==> config.mk <==
export PLATFORM = sky130hd
export DESIGN_NAME = store_align_unit
export DESIGN_NICKNAME = d
export VERILOG_FILES = /design/src/rtl/store_pkg.sv /design/src/rtl/store_lane_shift.sv /design/src/rtl/store_align_unit.sv
export SDC_FILE = /design/constraint.sdc
export NUM_CORES = 1
export LEC_CHECK = 0
export ABC_AREA = 0
export CAP_MARGIN = 20
export CORE_AREA = 8 8 146 148
export CTS_CLUSTER_DIAMETER = 150
export DETAILED_ROUTE_END_ITERATION = 12
export DIE_AREA = 0 0 154 156
export GPL_ROUTABILITY_DRIVEN = 0
export GPL_TIMING_DRIVEN = 0
export PLACE_DENSITY = 0.63
export SETUP_SLACK_MARGIN = 0.5
export SYNTH_ARGS = -nofsm -noshare
export SYNTH_HDL_FRONTEND = slang
export SYNTH_HIERARCHICAL = 1
export SYNTH_SLANG_ARGS = --single-unit
==> constraint.sdc <==
create_clock -name clk -period 5.35 [get_ports clk]
set_input_delay 0.535 -clock clk [delete_from_list [all_inputs] [get_ports clk]]
set_output_delay 0.535 -clock clk [all_outputs]
set_load 0.1 [all_outputs]
==> src/rtl/store_pkg.sv <==
// Shared definitions for the store alignment path: size encodings and FSM states.
package store_pkg;

    localparam logic [1:0] SZ_B = 2'b00;
    localparam logic [1:0] SZ_H = 2'b01;
    localparam logic [1:0] SZ_W = 2'b10;
    localparam logic [1:0] SZ_D = 2'b11;

    typedef enum logic [1:0] {
        IDLE  = 2'd0,
        BEAT0 = 2'd1,
        BEAT1 = 2'd2
    } state_t;

endpackage

==> src/rtl/store_lane_shift.sv <==
// Combinational lane shifter: builds the double-width byte strobe and write data
// for a store of the given size placed at the given byte offset within a bus word.
module store_lane_shift
    import store_pkg::*;
#(
    parameter int XLEN = 32
) (
    input  logic [$clog2(XLEN/8)-1:0] offset,
    input  logic [1:0]                size,
    input  logic [XLEN-1:0]           data,
    output logic [2*(XLEN/8)-1:0]     strobe,
    output logic [2*XLEN-1:0]         shifted
);

    localparam int NB = XLEN / 8;

    logic [1:0]      eff_size;
    logic [NB-1:0]   byte_en;
    logic [XLEN-1:0] masked;

    // Enable the low 2^size bytes, zero the rest, then slide both into position.
    always_comb begin
        eff_size = size;
        if (XLEN == 32 && size == SZ_D) begin
            eff_size = SZ_W;
        end
        byte_en = '0;
        masked  = '0;
        for (int i = 0; i < NB; i++) begin
            byte_en[i]       = (i < (1 << eff_size));
            masked[i*8 +: 8] = byte_en[i] ? data[i*8 +: 8] : 8'h00;
        end
        strobe  = {{NB{1'b0}}, byte_en} << offset;
        shifted = {{XLEN{1'b0}}, masked} << {offset, 3'b000};
    end

endmodule

==> src/rtl/store_align_unit.sv <==
// Store alignment unit: accepts a byte-addressed store and issues one or two
// aligned bus beats with lane-aligned data and byte strobes.
module store_align_unit
    import store_pkg::*;
#(
    parameter int XLEN             = 32,
    parameter int SPLIT_MISALIGNED = 1
) (
    input  logic                clk,
    input  logic                reset,
    input  logic                req_valid,
    output logic                req_ready,
    input  logic [31:0]         req_addr,
    input  logic [XLEN-1:0]     req_data,
    input  logic [1:0]          req_size,
    output logic                mem_valid,
    input  logic                mem_ready,
    output logic [31:0]         mem_addr,
    output logic [XLEN-1:0]     mem_wdata,
    output logic [XLEN/8-1:0]   mem_wstrb,
    output logic                done,
    output logic                misalign_err
);

    localparam int NB   = XLEN / 8;
    localparam int OFFW = $clog2(NB);

    state_t state, state_next;

    logic [2*NB-1:0]   full_strb;
    logic [2*XLEN-1:0] full_data;
    logic              upper_nz;
    logic [NB-1:0]     hold_strb;
    logic [XLEN-1:0]   hold_data;
    logic              accept;
    logic              reject;
    logic              go_beat1;
    logic              finish;

    store_lane_shift #(.XLEN(XLEN)) u_shift (
        .offset  (req_addr[OFFW-1:0]),
        .size    (req_size),
        .data    (req_data),
        .strobe  (full_strb),
        .shifted (full_data)
    );

    assign upper_nz  = |full_strb[2*NB-1:NB];
    assign req_ready = (state == IDLE);
    assign mem_valid = (state != IDLE);

    // State register.
    always_ff @(posedge clk) begin
        if (reset) begin
            state <= IDLE;
        end else begin
            state <= state_next;
        end
    end

    // Next-state logic and the per-cycle events that steer the datapath.
    always_comb begin
        state_next = state;
        accept     = 1'b0;
        reject     = 1'b0;
        go_beat1   = 1'b0;
        finish     = 1'b0;
        case (state)
            IDLE: begin
                if (req_valid) begin
                    accept = 1'b1;
                    if (upper_nz && SPLIT_MISALIGNED == 0) begin
                        reject = 1'b1;
                        finish = 1'b1;
                    end else begin
                        state_next = BEAT0;
                    end
                end
            end
            BEAT0: begin
                if (mem_ready) begin
                    if (|hold_strb) begin
                        go_beat1   = 1'b1;
                        state_next = BEAT1;
                    end else begin
                        finish     = 1'b1;
                        state_next = IDLE;
                    end
                end
            end
            BEAT1: begin
                if (mem_ready) begin
                    finish     = 1'b1;
                    state_next = IDLE;
                end
            end
            default: state_next = IDLE;
        endcase
    end

    // Beat registers: load beat0 on acceptance, swap in beat1, clear when finished.
    always_ff @(posedge clk) begin
        if (reset) begin
            mem_addr     <= '0;
            mem_wdata    <= '0;
            mem_wstrb    <= '0;
            hold_strb    <= '0;
            hold_data    <= '0;
            done         <= 1'b0;
            misalign_err <= 1'b0;
        end else begin
            done         <= finish;
            misalign_err <= reject;
            if (accept && !reject) begin
                mem_addr  <= {req_addr[31:OFFW], {OFFW{1'b0}}};
                mem_wdata <= full_data[XLEN-1:0];
                mem_wstrb <= full_strb[NB-1:0];
                hold_data <= full_data[2*XLEN-1:XLEN];
                hold_strb <= full_strb[2*NB-1:NB];
            end else if (go_beat1) begin
                mem_addr  <= mem_addr + 32'(NB);
                mem_wdata <= hold_data;
                mem_wstrb <= hold_strb;
            end else if (finish) begin
                mem_addr  <= '0;
                mem_wdata <= '0;
                mem_wstrb <= '0;
                hold_data <= '0;
                hold_strb <= '0;
            end
        end
    end

endmodule

## Word-level counts from Yosys, hierarchy flattened

Index checks and enable logic that the tools add are counted.

- Multiplexer cells: 31
- Equality and inequality tests: 7
- Reduce and logical (&&, ||, !) cells: 9
- $add $sub $neg: 1
- Magnitude comparators: 4
- Shifts and indexed selects: 3

Operators by type and width:

| cell | count |
|---|---|
| $mux 32 | 7 |
| $lt 3x32->1 const A | 2 |
| $shl 32x5->64 | 1 |
| $add 32x3->32 const B | 1 |
| $lt 1x32->1 const A | 1 |
| $lt 2x32->1 const A | 1 |
| $mux 8 | 4 |
| $shl 1x2->32 const A | 1 |
| $mux 4 | 5 |
| $mux 2 | 5 |
| $mux 1 | 8 |
| $ne 2x2->1 const B | 4 |
| $shl 4x2->8 | 1 |
| $pmux 2 s3 | 1 |
| $reduce_bool 2->1 | 3 |
| $eq 2x2->1 const B | 2 |
| $reduce_or 4->1 | 1 |
| $reduce_and 3->1 | 1 |
| $reduce_bool 3->1 | 1 |
| $eq 2x1->1 const B | 1 |
| $logic_not 2->1 | 1 |
| $pmux 1 s2 | 1 |
| $reduce_and 2->1 | 1 |
| $reduce_or 2->1 | 1 |

- Register bits: 107

## Logic depth before layout (Yosys ltp)

- Depth after elaboration: 7
- Depth in mapped cells: 9

## Hierarchy

Netlist, hierarchy kept.

By module, submodules not included:

| module | cells an instance | instances | sequential area each (um^2) | area each (um^2) |
|---|---|---|---|---|
| store_align_unit | 466 | 1 | 2142.1 | 4431.8 |
| store_lane_shift | 143 | 1 | 0.0 | 947.2 |

## Worst setup path after synthesis

OpenSTA, ideal clock, no wires.

- Path kind: reg2reg
- From: register mem_addr[2]
- To: register mem_addr[30]
- Period minus slack after synthesis: 2.778 ns
- Arrival time: 2.645 ns
- Stages on the path, launching flop included: 7
- Buffers on the path: 0
- Setup slack: 2.572 ns
- Required time: 5.217 ns
- Cells stage by stage: dfxtp_1 -> ha_1 -> nand3_1 -> or4_1 -> and4bb_2 -> xnor2_1 -> o22ai_1

- Word-level cells in the longest chain between the ends: 3

RTL lines:

| what | RTL line | source |
|---|---|---|
| start, declared | store_align_unit.sv:18 | `output logic [31:0] mem_addr,` |
| start signal, assigned | store_align_unit.sv:115 | `mem_addr <= {req_addr[31:OFFW], {OFFW{1'b0}}};` |
| start signal, assigned | store_align_unit.sv:121 | `mem_addr <= mem_addr + 32'(NB);` |
| $add 32x3->32 | store_align_unit.sv:121 |  |
| $mux 32 | store_align_unit.sv:120 | `end else if (go_beat1) begin` |
| $mux 32 | store_align_unit.sv:114 | `if (accept && !reject) begin` |

Every way passes these cells.
A chain may end at the register's enable or synchronous reset.

## Worst setup path after layout

- From: register state[0]
- To: output mem_valid

- Word-level cells in the longest chain between the ends: 1

RTL lines:

| what | RTL line | source |
|---|---|---|
| start, declared | store_align_unit.sv:28 | `state_t state, state_next;` |
| start signal, assigned | store_align_unit.sv:57 | `state <= state_next;` |
| $reduce_bool 2->1 | store_align_unit.sv:50 | `assign mem_valid = (state != IDLE);` |
| end, declared | store_align_unit.sv:16 | `output logic mem_valid,` |

Every way passes these cells.

==> results.py <==
metrics = {
    "power": {
        "comb_power_share_pct": 35.9,
        "p_sw_w": 0.000953,
        "power.total_w": 0.00239,
        "power_leakage_nw": 2.72,
        "ir_drop_uv": 187,
        "p_int_w": 0.00144,
        "power_density_mw_per_mm2": 325,
        "swShare_pct": 39.9,
        "seqPwrFrac_pct": 38.2,
        "pwr-share-clk_pct": 25.9,
    },
    "setup_path": {
        "slowest_delay_ns": 1.14,
        "arrival_ns": 2.28,
        "path_max_fanout": 4,
        "critPathLaunchType": "register",
        "cp.required_ns": 4.82,
        "cp-end-kind": "output pin",
        "cpMaxStageDelayCell": "clkdlybuf4s50_1",
        "criticalPathCategory": "reg2out",
        "crit_top_cell": "inv_1",
        "path_cells": "inv_1 > ha_1 > inv_1 > clkdlybuf4s50_1",
    },
    "clock_tree": {
        "cts_htree_levels": 3,
        "cts_tree": "built",
        "cts.clk_slew.worst_paths_ns": 0.07,
        "postCtsHoldBufs": 0,
        "cts_sinks": 107,
        "cts_resized": 0,
        "cts_setup_buffers": 0,
        "clockBufferDepth": 2,
        "clkLatencyLatePin_ns": 0.35,
        "numCtsBuffers": 9,
        "cts_root_buf": "clkbuf_16",
    },
    "synthesis": {
        "async_flop_share_pct": 0,
        "yosysMostFrequentCell": "dfxtp_1",
        "ys_top_cells_by_count": "dfxtp_1 (107), nor2_1 (78), a222oi_1 (37), a22o_1 (37), and2_1 (29)",
        "ys_warn_count": 6,
        "synth-edff-count": 0,
        "post-synth-top-area-fraction_pct": 39.8,
        "ys_seq_area_share_pct": 39.8,
        "netlist_area_mm2": 0.00538,
        "synth_seq_cells": 107,
        "synth_cells": 609,
        "yosysTopAreaCell": "dfxtp_1",
        "synth.avg_cell_area_um2": 8.83,
        "ys_dominant_reg_cell": "dfxtp_1",
        "yosysUniqueCellTypes": 58,
        "synth.area.top_cells": "dfxtp_1 (40%), a222oi_1 (6.9%), a22o_1 (6.0%)",
    },
    "finish": {
        "final_area_mm2": 0.00736,
        "syn_to_final_growth_pct": 36.8,
        "nets": 842,
        "drive_gt1_share_pct": 7.65,
        "insertedDiodeCount": 0,
    },
    "sta": {
        "slew-limit-headroom_pct": 29.7,
        "finalCritPeriodShare_pct": 52.6,
        "tightest_slew_ns": 1.05,
        "min_period_ns": 2.81,
        "fin_setup_tns_ns": 0,
        "skew_ns": 0.00829,
        "fmax_mhz": 356,
        "rsz0062_at_grt": "no",
        "slew_viol_final": 0,
        "final-hold-violation-count": 0,
        "setup_violations": 0,
    },
    "worst_hold_path": {
        "hp-class": "reg2reg",
    },
    "global_routing": {
        "grt_pass1_wl_um": 32100,
        "grt_util_all_layers_pct": 17.2,
        "grt_max_degree": 16,
        "grt_overflow": 0,
        "grt_pass1_vias": 5457,
        "grt_antenna_before_repair": 0,
    },
    "placement": {
        "placed_cell_area_mm2": 0.00710,
        "io_buffers": 139,
        "dpl.hpwl_um": 15700,
    },
    "routing": {
        "drt_wl_total_um": 20900,
        "drt_iter0_markers": 624,
        "drc_errors": 0,
        "routedWlPerCell_um": 20.7,
        "ant_nets": 0,
        "num_vias": 5641,
        "firstDrtPassIters": 8,
        "via_per_inst": 5.59,
    },
    "die": {
        "die_y_um": 156,
        "start_util_pct": 28.2,
        "dieArea_mm2": 0.0240,
        "io_pins": 142,
        "std_cell_rows": 51,
        "design.core.area_mm2": 0.0191,
        "die_x_um": 154,
    },
    "flow_run": {
        "drv_cap": 0,
    },
    "run_status": {
        "status": "finished, final reports clean",
    },
}
## metal layers
layer  part of all wire [%]  global-route usage, %
met1                     44                   22.6
met2                     45                   27.1
met5                      0                      0
met3                    8.9                   4.49
met4                    1.7                   4.71
## stage by stage
step / worst slack [ns] / cells / util (%) / hold slack [ns]
floorplan: 2.57 / 617 / - / 0.449
global placement: 2.44 / 994 / 37.2 / 0.445
detailed placement: 2.46 / 994 / 37.2 / 0.453
CTS: 2.48 / 1009 / 38.6 / 0.473
global route: 2.41 / 1009 / 38.6 / 0.485
finish: 2.54 / 1009 / 38.6 / 0.469
## sequential cells by signal, summed over array words and instances, names as in the netlist
signal     cells
state          2
hold_strb      4
hold_data     32
mem_addr      32
mem_wdata     32
done           1
mem_wstrb      4
## logic make-up (layout without fill, tap and decap cells)
kind of cell,Yosys count,in the layout,share of synthesized area [%]
flip-flops,107,107,39.8
buffers and inverters,71,225,6.93
adder cells (fa/ha/maj),5,5,1.16
AND/OR/NAND/NOR,212,212,20.7
other,2,10,0.140
AO/OA/AOI/OAI,193,193,27.9
XOR/XNOR,8,8,1.30
multiplexers,11,11,2.07
## path summary, 6_finish.rpt
kind	start	to	slack, ns	cells after the start
worst min-delay path	mem_addr[1]	mem_addr[1]	0.47	1
worst max-delay path	state[0]	mem_valid	2.54	4
worst min register to register	mem_addr[1]	mem_addr[1]	0.47	1
worst max register to register	state[1]	mem_addr[28]	2.60	8
## cell usage in the layout, fill, tap and decap left out, drive strengths merged, types with 10 or more instances in the layout
cell and instances:
inv 13, clkbuf 37, and2 30, dfxtp 107
buf 34, conb 10, a22o 37, a31oi 16
a21oi 21, a222oi 37, nand4 10, and3 21
nor2 83, mux2i 10, nand2 23, o21ai 22
o22ai 15, a221o 16, nand3 13, clkdlybuf4s50 139
## layout make-up
class | count | area (µm²)
Clock buffer | 13 | 250
Tap cell | 238 | 298
Fill cell | 1971 | 11700
Clock inverter | 2 | 12.5
Timing Repair Buffer | 139 | 1390
Sequential cell | 107 | 2140
Buffer | 58 | 324
Multi-Input combinational cell | 439 | 2890
Inverter | 13 | 48.8
## power groups by stage
stage	logic [W]	registers [W]	clock network, W
finish	0.000857	0.000912	0.000620
global route	0.000900	0.000921	0.000670
CTS	0.000855	0.000911	0.000637
detailed placement	0.000854	0.000929	0
global placement	0.000851	0.000928	0
floorplan	0.000310	0.00120	0
## worst max-delay path, delay by kind of cell, from the launching register on
family / cells / cell delay [ns]
fa+ha+maj: 1 / 0.25
buf+inv: 3 / 1.32
flops: 1 / 0.35
Power figures use the tool's default switching activity.
